## config.mk

```make
export PLATFORM = sky130hd
export DESIGN_NAME = mem_arbiter
export DESIGN_NICKNAME = d
export VERILOG_FILES = /design/src/rtl/mem_arbiter.sv
export SDC_FILE = /design/constraint.sdc
export NUM_CORES = 1
export LEC_CHECK = 0
export BUFFER_PORTS_ARGS = -buffer_cell sky130_fd_sc_hd__buf_2
export CAP_MARGIN = 20
export CORE_AREA = 2 2 102 104
export DETAILED_ROUTE_END_ITERATION = 8
export DIE_AREA = 0 0 104 106
export SYNTH_ARGS = -nofsm -noshare
export SYNTH_HDL_FRONTEND = slang
export SYNTH_SLANG_ARGS = --single-unit
```

## constraint.sdc

```tcl
create_clock -name clk -period 1.7 [get_ports clk]
set_clock_uncertainty 0.1 [all_clocks]
set_input_delay 0.255 -clock clk [delete_from_list [all_inputs] [get_ports clk]]
set_output_delay 0.255 -clock clk [all_outputs]
set_load 0.05 [all_outputs]
```

## src/rtl/mem_arbiter.sv

```systemverilog
// mem_arbiter: shares one single-ported, synchronous-read 4x9 BRAM between
// two requesters. At most one access is granted per cycle; read data comes
// back one cycle later and is steered to whichever port issued the read.
module mem_arbiter #(
    parameter int ADDR_WIDTH   = 14,
    parameter bit FIXED_PRIO_A = 1'b0
) (
    input  logic                  clk,
    input  logic                  rst,

    input  logic                  a_req,
    input  logic                  a_write,
    input  logic [3:0]            a_wmask,
    input  logic [31:0]           a_wdata,
    input  logic                  a_wgrubby,
    input  logic [ADDR_WIDTH-1:0] a_addr,
    output logic                  a_gnt,
    output logic                  a_rvalid,
    output logic [31:0]           a_rdata,
    output logic                  a_rgrubby,

    input  logic                  b_req,
    input  logic                  b_write,
    input  logic [3:0]            b_wmask,
    input  logic [31:0]           b_wdata,
    input  logic                  b_wgrubby,
    input  logic [ADDR_WIDTH-1:0] b_addr,
    output logic                  b_gnt,
    output logic                  b_rvalid,
    output logic [31:0]           b_rdata,
    output logic                  b_rgrubby,

    output logic                  mem_write,
    output logic [3:0]            mem_wmask,
    output logic [31:0]           mem_wdata,
    output logic                  mem_wgrubby,
    output logic [ADDR_WIDTH-1:0] mem_addr,
    input  logic [31:0]           mem_rdata,
    input  logic                  mem_rgrubby
);

    // One port's memory command, bundled so the grant mux is a single select.
    typedef struct packed {
        logic                  write;
        logic [3:0]            wmask;
        logic [31:0]           wdata;
        logic                  wgrubby;
        logic [ADDR_WIDTH-1:0] addr;
    } cmd_t;

    cmd_t                  a_cmd, b_cmd, sel_cmd;
    logic                  gnt_any;
    logic                  last_b;
    logic                  rsp_a, rsp_b;
    logic [ADDR_WIDTH-1:0] hold_addr;

    assign a_cmd = '{write: a_write, wmask: a_wmask, wdata: a_wdata,
                     wgrubby: a_wgrubby, addr: a_addr};
    assign b_cmd = '{write: b_write, wmask: b_wmask, wdata: b_wdata,
                     wgrubby: b_wgrubby, addr: b_addr};

    // Grant: A wins alone, under fixed priority, or when B had the last turn;
    // B takes any request A does not. Depends only on req and state, never
    // on returning read data.
    always_comb begin
        a_gnt   = a_req & (~b_req | FIXED_PRIO_A | last_b);
        b_gnt   = b_req & ~a_gnt;
        gnt_any = a_gnt | b_gnt;
        sel_cmd = b_gnt ? b_cmd : a_cmd;
    end

    // Memory command: granted port's fields, or a quiet bus that keeps the
    // previous address so the BRAM output does not change while idle.
    always_comb begin
        mem_write   = 1'b0;
        mem_wmask   = 4'b0;
        mem_wdata   = 32'b0;
        mem_wgrubby = 1'b0;
        mem_addr    = hold_addr;
        if (gnt_any) begin
            // A zero mask is treated as no write at all, not a grubby-only write.
            mem_write   = sel_cmd.write & (|sel_cmd.wmask);
            mem_wmask   = sel_cmd.wmask;
            mem_wdata   = sel_cmd.wdata;
            mem_wgrubby = sel_cmd.wgrubby;
            mem_addr    = sel_cmd.addr;
        end
    end

    // Arbitration history, read-response tracking and the held address.
    always_ff @(posedge clk) begin
        if (rst) begin
            last_b    <= 1'b1;
            rsp_a     <= 1'b0;
            rsp_b     <= 1'b0;
            hold_addr <= '0;
        end else begin
            if (gnt_any)
                last_b <= b_gnt;
            rsp_a     <= a_gnt & ~a_write;
            rsp_b     <= b_gnt & ~b_write;
            hold_addr <= mem_addr;
        end
    end

    // Read data is broadcast; valid and the tag qualify which port owns it.
    always_comb begin
        a_rvalid  = rsp_a;
        b_rvalid  = rsp_b;
        a_rdata   = mem_rdata;
        b_rdata   = mem_rdata;
        a_rgrubby = mem_rgrubby & rsp_a;
        b_rgrubby = mem_rgrubby & rsp_b;
    end

endmodule

```

==> reports/metrics.csv, run 1 <==
metric;value;unit
Avg WL per Cell;16.9;um
CTS clk-pin slew, worst paths;0.07;ns
Final Max Tran Viols;0;
post-synthesis sequential area ratio;14.2;%
top post-synthesis cells by area;buf_4, mux2i_1, dfxtp_1;
IO buf count;166;
CP Max Fanout;6;
post-synth top area cell;buf_4;
Async S/R FF share, synth;0;%
initial antenna violation count;1;
#FFs+latches synth;17;
crit path cell chain;o21ai_4 -> buf_12 -> buf_12 -> mux2i_4 -> buf_6;
Nets;610;
H-tree depth;1;
crit start category;flop;
CP Data Arrival Time;1.54;ns
Least-Margin Pin Slew;0.486;ns
Crit Path Class;reg2out;
status;finished with violations;
most frequent cell on the critical path;buf_12;
EDFF count, synth;0;
Mapped Avg Cell Area;7.70;um^2
clk_lat worst skew;0.25;ns
GPL Wtd Cong;0.880;
num rows;37;
Pwr Total;2.45;mW
Synth Instances;312;
net count after synthesis;453;
Core ar.;0.0100;mm^2
Hold Path Class;in2reg;
Final HPWL DP;7890;um
minimum clock period;1.90;ns
Starting DRT DRC Count;109;
VDD IR max;0.000361;V
pwr dens;557;mW/mm^2
grt total ovfl;0;
endpoints failing hold;0;
Inserted Diodes;0;
Final setup viols;53;
Critical Path End Type;primary output;
share of the synthesized area in the top cell type;20.6;%
vias in the first global route;2779;
synth warn;0;
clock root buffer;clkbuf_8;
CTS tree;yes;
Syn-to-layout area delta;83.0;%
Fmax;527;MHz
All-Layer GR Usage;17.7;%
I/O pin count;263;
global-route wire length before repair;15600;um
Vias;2612;
Tcrit/Tclk final;112;%
Die Ht;106;um
Post-Route WL;10200;um
FF-to-FF setup slack;0.29;ns
clock tree sinks;17;
synth cell count leaders;buf_4, inv_1, mux2i_1, nand2_1, dfxtp_1;
layout cells sized above 1;72.2;%
die width;104;um
DRC Markers;0;
Bufs on Longest Clock Path;2;
normalized max-slew margin;67.2;%
Die ar.;0.0110;mm^2
leak pwr;2.15;nW
failing checks;setup timing;
count leader, synth;buf_4;
Setup WS pre-CTS;-0.189;ns
Critical Path Max Stage Delay;0.36;ns
largest net degree at the start of global routing;28;
Initial Util;24.0;%
final worst slack;-0.198;ns
Most used DFF post-synth;dfxtp_1;
TritonCTS Buffers;3;
Mapped Area;0.00240;mm^2
RSZ-0062 raised after global routing;yes;
Worst Path Required;1.34;ns
max-cap viol count;0;
DRT antenna net count;0;
Vias/cell;4.32;
Yosys cell types;28;
first-pass detailed-route iteration total;4;
Slowest-stage cell, CP;dfxtp_4;
through the flow:
step           std cells  hold slack, ns  setup TNS [ns]  utilization, %  instance area, um^2
2_1_floorplan        312           0.234           -5.31               -                 2710
3_5_place_dp         580           0.362           -6.49            35.9                 3590
6_report             604           0.108           -7.11            44.0                 4400
4_1_cts              604          0.0889           -7.24            43.2                 4320
3_3_place_gp         580           0.361           -5.25            35.9                 3590
5_1_grt              604          0.0856          -10.81            44.0                 4400
logic make-up after synthesis:
kind of cell / Yosys count / synth area share, %
AO/OA/AOI/OAI: 18 / 7.34
buffers and inverters: 124 / 33.6
flip-flops: 17 / 14.2
multiplexers: 38 / 15.8
AND/OR/NAND/NOR: 115 / 29.1
power by group:
group,switching [mW],internal (mW),leakage [nW]
Combinational,0.927,0.771,1.98
Clock,0.147,0.166,0.0228
Sequential,0.00836,0.428,0.141
Total,1.08,1.37,2.15
final timing paths:
check,startpoint,end,cells past startpoint
worst max register to register,last_b,hold_addr[7],6
worst min-delay path,a_write,a_rvalid,2
worst min register to register,last_b,last_b,4
worst max-delay path,last_b,mem_wdata[27],5
critical path: cells and delay by family, from the launching register on:
family	cells	cell delay [ns]
AO/OA/AOI/OAI	1	0.16
buffers and inverters	3	0.50
flip-flops	1	0.36
multiplexers	1	0.24
placed cells by master, fill, tap and decap left out, types with 5 or more instances in the layout:
cell type and instances:
a211oi_1 9, nor2b_1 14, buf_6 51, buf_2 112
dfxtp_1 16, buf_12 14, nand2_1 38, nor3_4 13
buf_4 53, nor2_2 11, and3b_2 11, mux2i_2 21
inv_1 38, nor4_2 12, a211oi_2 5, mux2i_4 17
flip-flops by register name (all words and copies together) (netlist names):
| signal | cells |
|---|---|
| last_b | 1 |
| hold_addr | 14 |
| b_rvalid | 1 |
| a_rvalid | 1 |
layer usage:
layer  routed length (um)  GRT usage [%]  share of wire (%)  vias to the layer above
li1                     -              -                  -                     1267
met1                 3940           20.9                 38                     1176
met2                 5040           30.4                 49                      161
met3                 1160           7.97                 11                        8
met4                   96           2.61               0.94                        0
met5                    0              0                  0                        -
timing repair:
| item | in CTS | in global routing |
|---|---|---|
| cloned | 3 | 0 |
| gates resized for setup | 134 | 12 |
| setup buffers | 17 | 1 |
| hold buffers | 0 | 0 |
| hold endpoints to repair | 0 | 0 |
| pin swaps | 12 | 0 |
| endpoints found under the setup margin | 54 | 54 |
cell type report:
class,count,area [um^2]
tap,136,170
clock buffer,4,45.0
timing repair buffer,236,1950
fill,1025,5600
inverter,40,150
sequential,17,344
multi-input combinational,171,1740
Power figures use the tool's default switching activity.
==> run 2: changes to the inputs <==
TNS_END_PERCENT = 10   (was not set)
==> run 2 against run 1 <==
Compared with the run above:
- critical path depth unchanged
- combinational power down 9%
- critical path type unchanged
- final area decreased by 8.6%
- non-clock buffer count down 20
- the flow still finishes with violations (setup timing)
- fmax fell by 0.86%
- largest cell class unchanged
- power fell by 5.8%
- clock-buffer cell count is 1 lower
- via count is 2.4% lower
- die area unchanged
- flip-flop and latch count is the same
- sequential share of layout area rose by 0.68 points
- sequential power hardly changed
==> reports/metrics.csv, run 2 (synthesis gave the netlist of run 1 again) <==
metric;value;unit
IO buf count;166;
Critical Path Max Stage Delay;0.36;ns
Avg WL per Cell;15.4;um
vias in the first global route;2688;
VDD IR max;0.000359;V
Storage cell area;342;um^2
placed instance count;578;
Vias/cell;4.36;
Fillers;1041;
max reg flops;14;
num rows;37;
Initial Util;24.0;%
Slowest-stage cell, CP;dfxtp_2;
Core ar.;0.0100;mm^2
Hold EP;b_rvalid;
DRC Markers;0;
die width;104;um
Starting DRT DRC Count;80;
initial antenna violation count;0;
Syn-to-layout area delta;67.2;%
Nets;590;
Final Max Tran Viols;0;
Multi-input gate area;0.00160;mm^2
most frequent cells in the layout;buf_2, buf_6, buf_4;
first-pass detailed-route iteration total;4;
Inserted Diodes;0;
hold buffers post-CTS;0;
leak pwr;1.99;nW
Die Ht;106;um
CP Max Fanout;13;
failing checks;setup timing;
commonest non-fill, non-tap cell in the layout;buf_2;
hold path depth;2;
Top delay family on crit path;buffers and inverters;
Vias;2549;
clock root buffer;clkbuf_8;
status;finished with violations;
RSZ-0062 raised after global routing;yes;
Worst Reg-to-Reg Cells;5;
Final HPWL DP;7430;um
Bufs on Longest Clock Path;2;
largest net degree at the start of global routing;27;
Crit Path Class;reg2out;
Worst Path Required;1.34;ns
Hold Path Class;in2reg;
final worst slack;-0.214;ns
clock tree sinks;17;
Critical Path End Type;primary output;
Final setup viols;52;
Pwr Total;2.30;mW
endpoints failing hold;0;
Tcrit/Tclk final;113;%
Reg-to-Reg End;hold_addr[5];
layout cells sized above 1;68.3;%
normalized max-slew margin;65.8;%
CP Data Arrival Time;1.56;ns
hold path startpoint;b_write;
CP Buf/Inv Count;3;
CTS tree;yes;
post-route insts no fill;584;
I/O pin count;263;
grt total ovfl;0;
Worst R2R Start;last_b;
DRT antenna net count;0;
CTS clk-pin slew, worst paths;0.08;ns
pwr dens;574;mW/mm^2
Least-Margin Pin Slew;0.506;ns
FF-to-FF setup slack;0.37;ns
H-tree depth;1;
clk_lat worst skew;0.26;ns
All-Layer GR Usage;15.3;%
minimum clock period;1.91;ns
max-cap viol count;0;
Post-Route WL;9020;um
Fmax;522;MHz
Die ar.;0.0110;mm^2
global-route wire length before repair;13800;um
TritonCTS Buffers;3;
Setup WS pre-CTS;-0.0690;ns
crit path cell chain;o21ai_4 -> buf_12 -> buf_4 -> mux2i_2 -> buf_6;
Top reg by flops;hold_addr;
crit start category;flop;
GPL Wtd Cong;0.849;
run 2: routing by layer:
metal  up-vias  global-route usage (%)  routed length [um]
met5         -                       0                   0
met4         0                    2.99                  96
met3        12                    4.90                 785
met2       153                    28.1                4660
met1      1161                    17.5                3470
li1       1223                       -                   -
run 2: power breakdown:
group	switching [mW]	internal [mW]
Clock	0.153	0.163
Combinational	0.871	0.680
Sequential	0.00831	0.429
run 2: cell type report:
cell class	count	area share, %
Timing Repair Buffer	216	42.5
Multi-Input combinational cell	171	39.9
Clock inverter	1	0.125
Inverter	40	3.74
Tap cell	136	4.24
Clock buffer	3	1.03
Sequential cell	17	8.50
run 2: how the worst max path moves through the flow:
stage | cells past startpoint | slack, ns | start | endpoint
2_1_floorplan | 4 | -0.14 | last_b | mem_wdata[0]
3_3_place_gp | 7 | -0.04 | a_req | mem_addr[13]
3_5_place_dp | 7 | -0.07 | b_req | mem_wdata[31]
4_1_cts | 5 | -0.23 | last_b | mem_wdata[31]
5_1_grt | 5 | -0.28 | last_b | mem_wdata[1]
6_report | 5 | -0.21 | last_b | mem_wdata[23]
run 2: metrics by stage:
step / utilization [%] / TNS, ns / hold WS (ns) / cell area [um^2]
detailed placement: 35.4 / -1.24 / 0.348 / 3540
CTS: 39.4 / -7.95 / 0.0695 / 3940
finish: 40.2 / -7.36 / 0.0699 / 4020
floorplan: - / -6.22 / 0.234 / 2640
global placement: 35.4 / -0.599 / 0.341 / 3540
global route: 40.2 / -10.74 / 0.0641 / 4020
run 2: what timing repair did:
item	CTS	global route
resized for setup	104	8
setup buffers	0	1
pin swaps	0	0
endpoints found under the setup margin	54	54
cloned	0	1
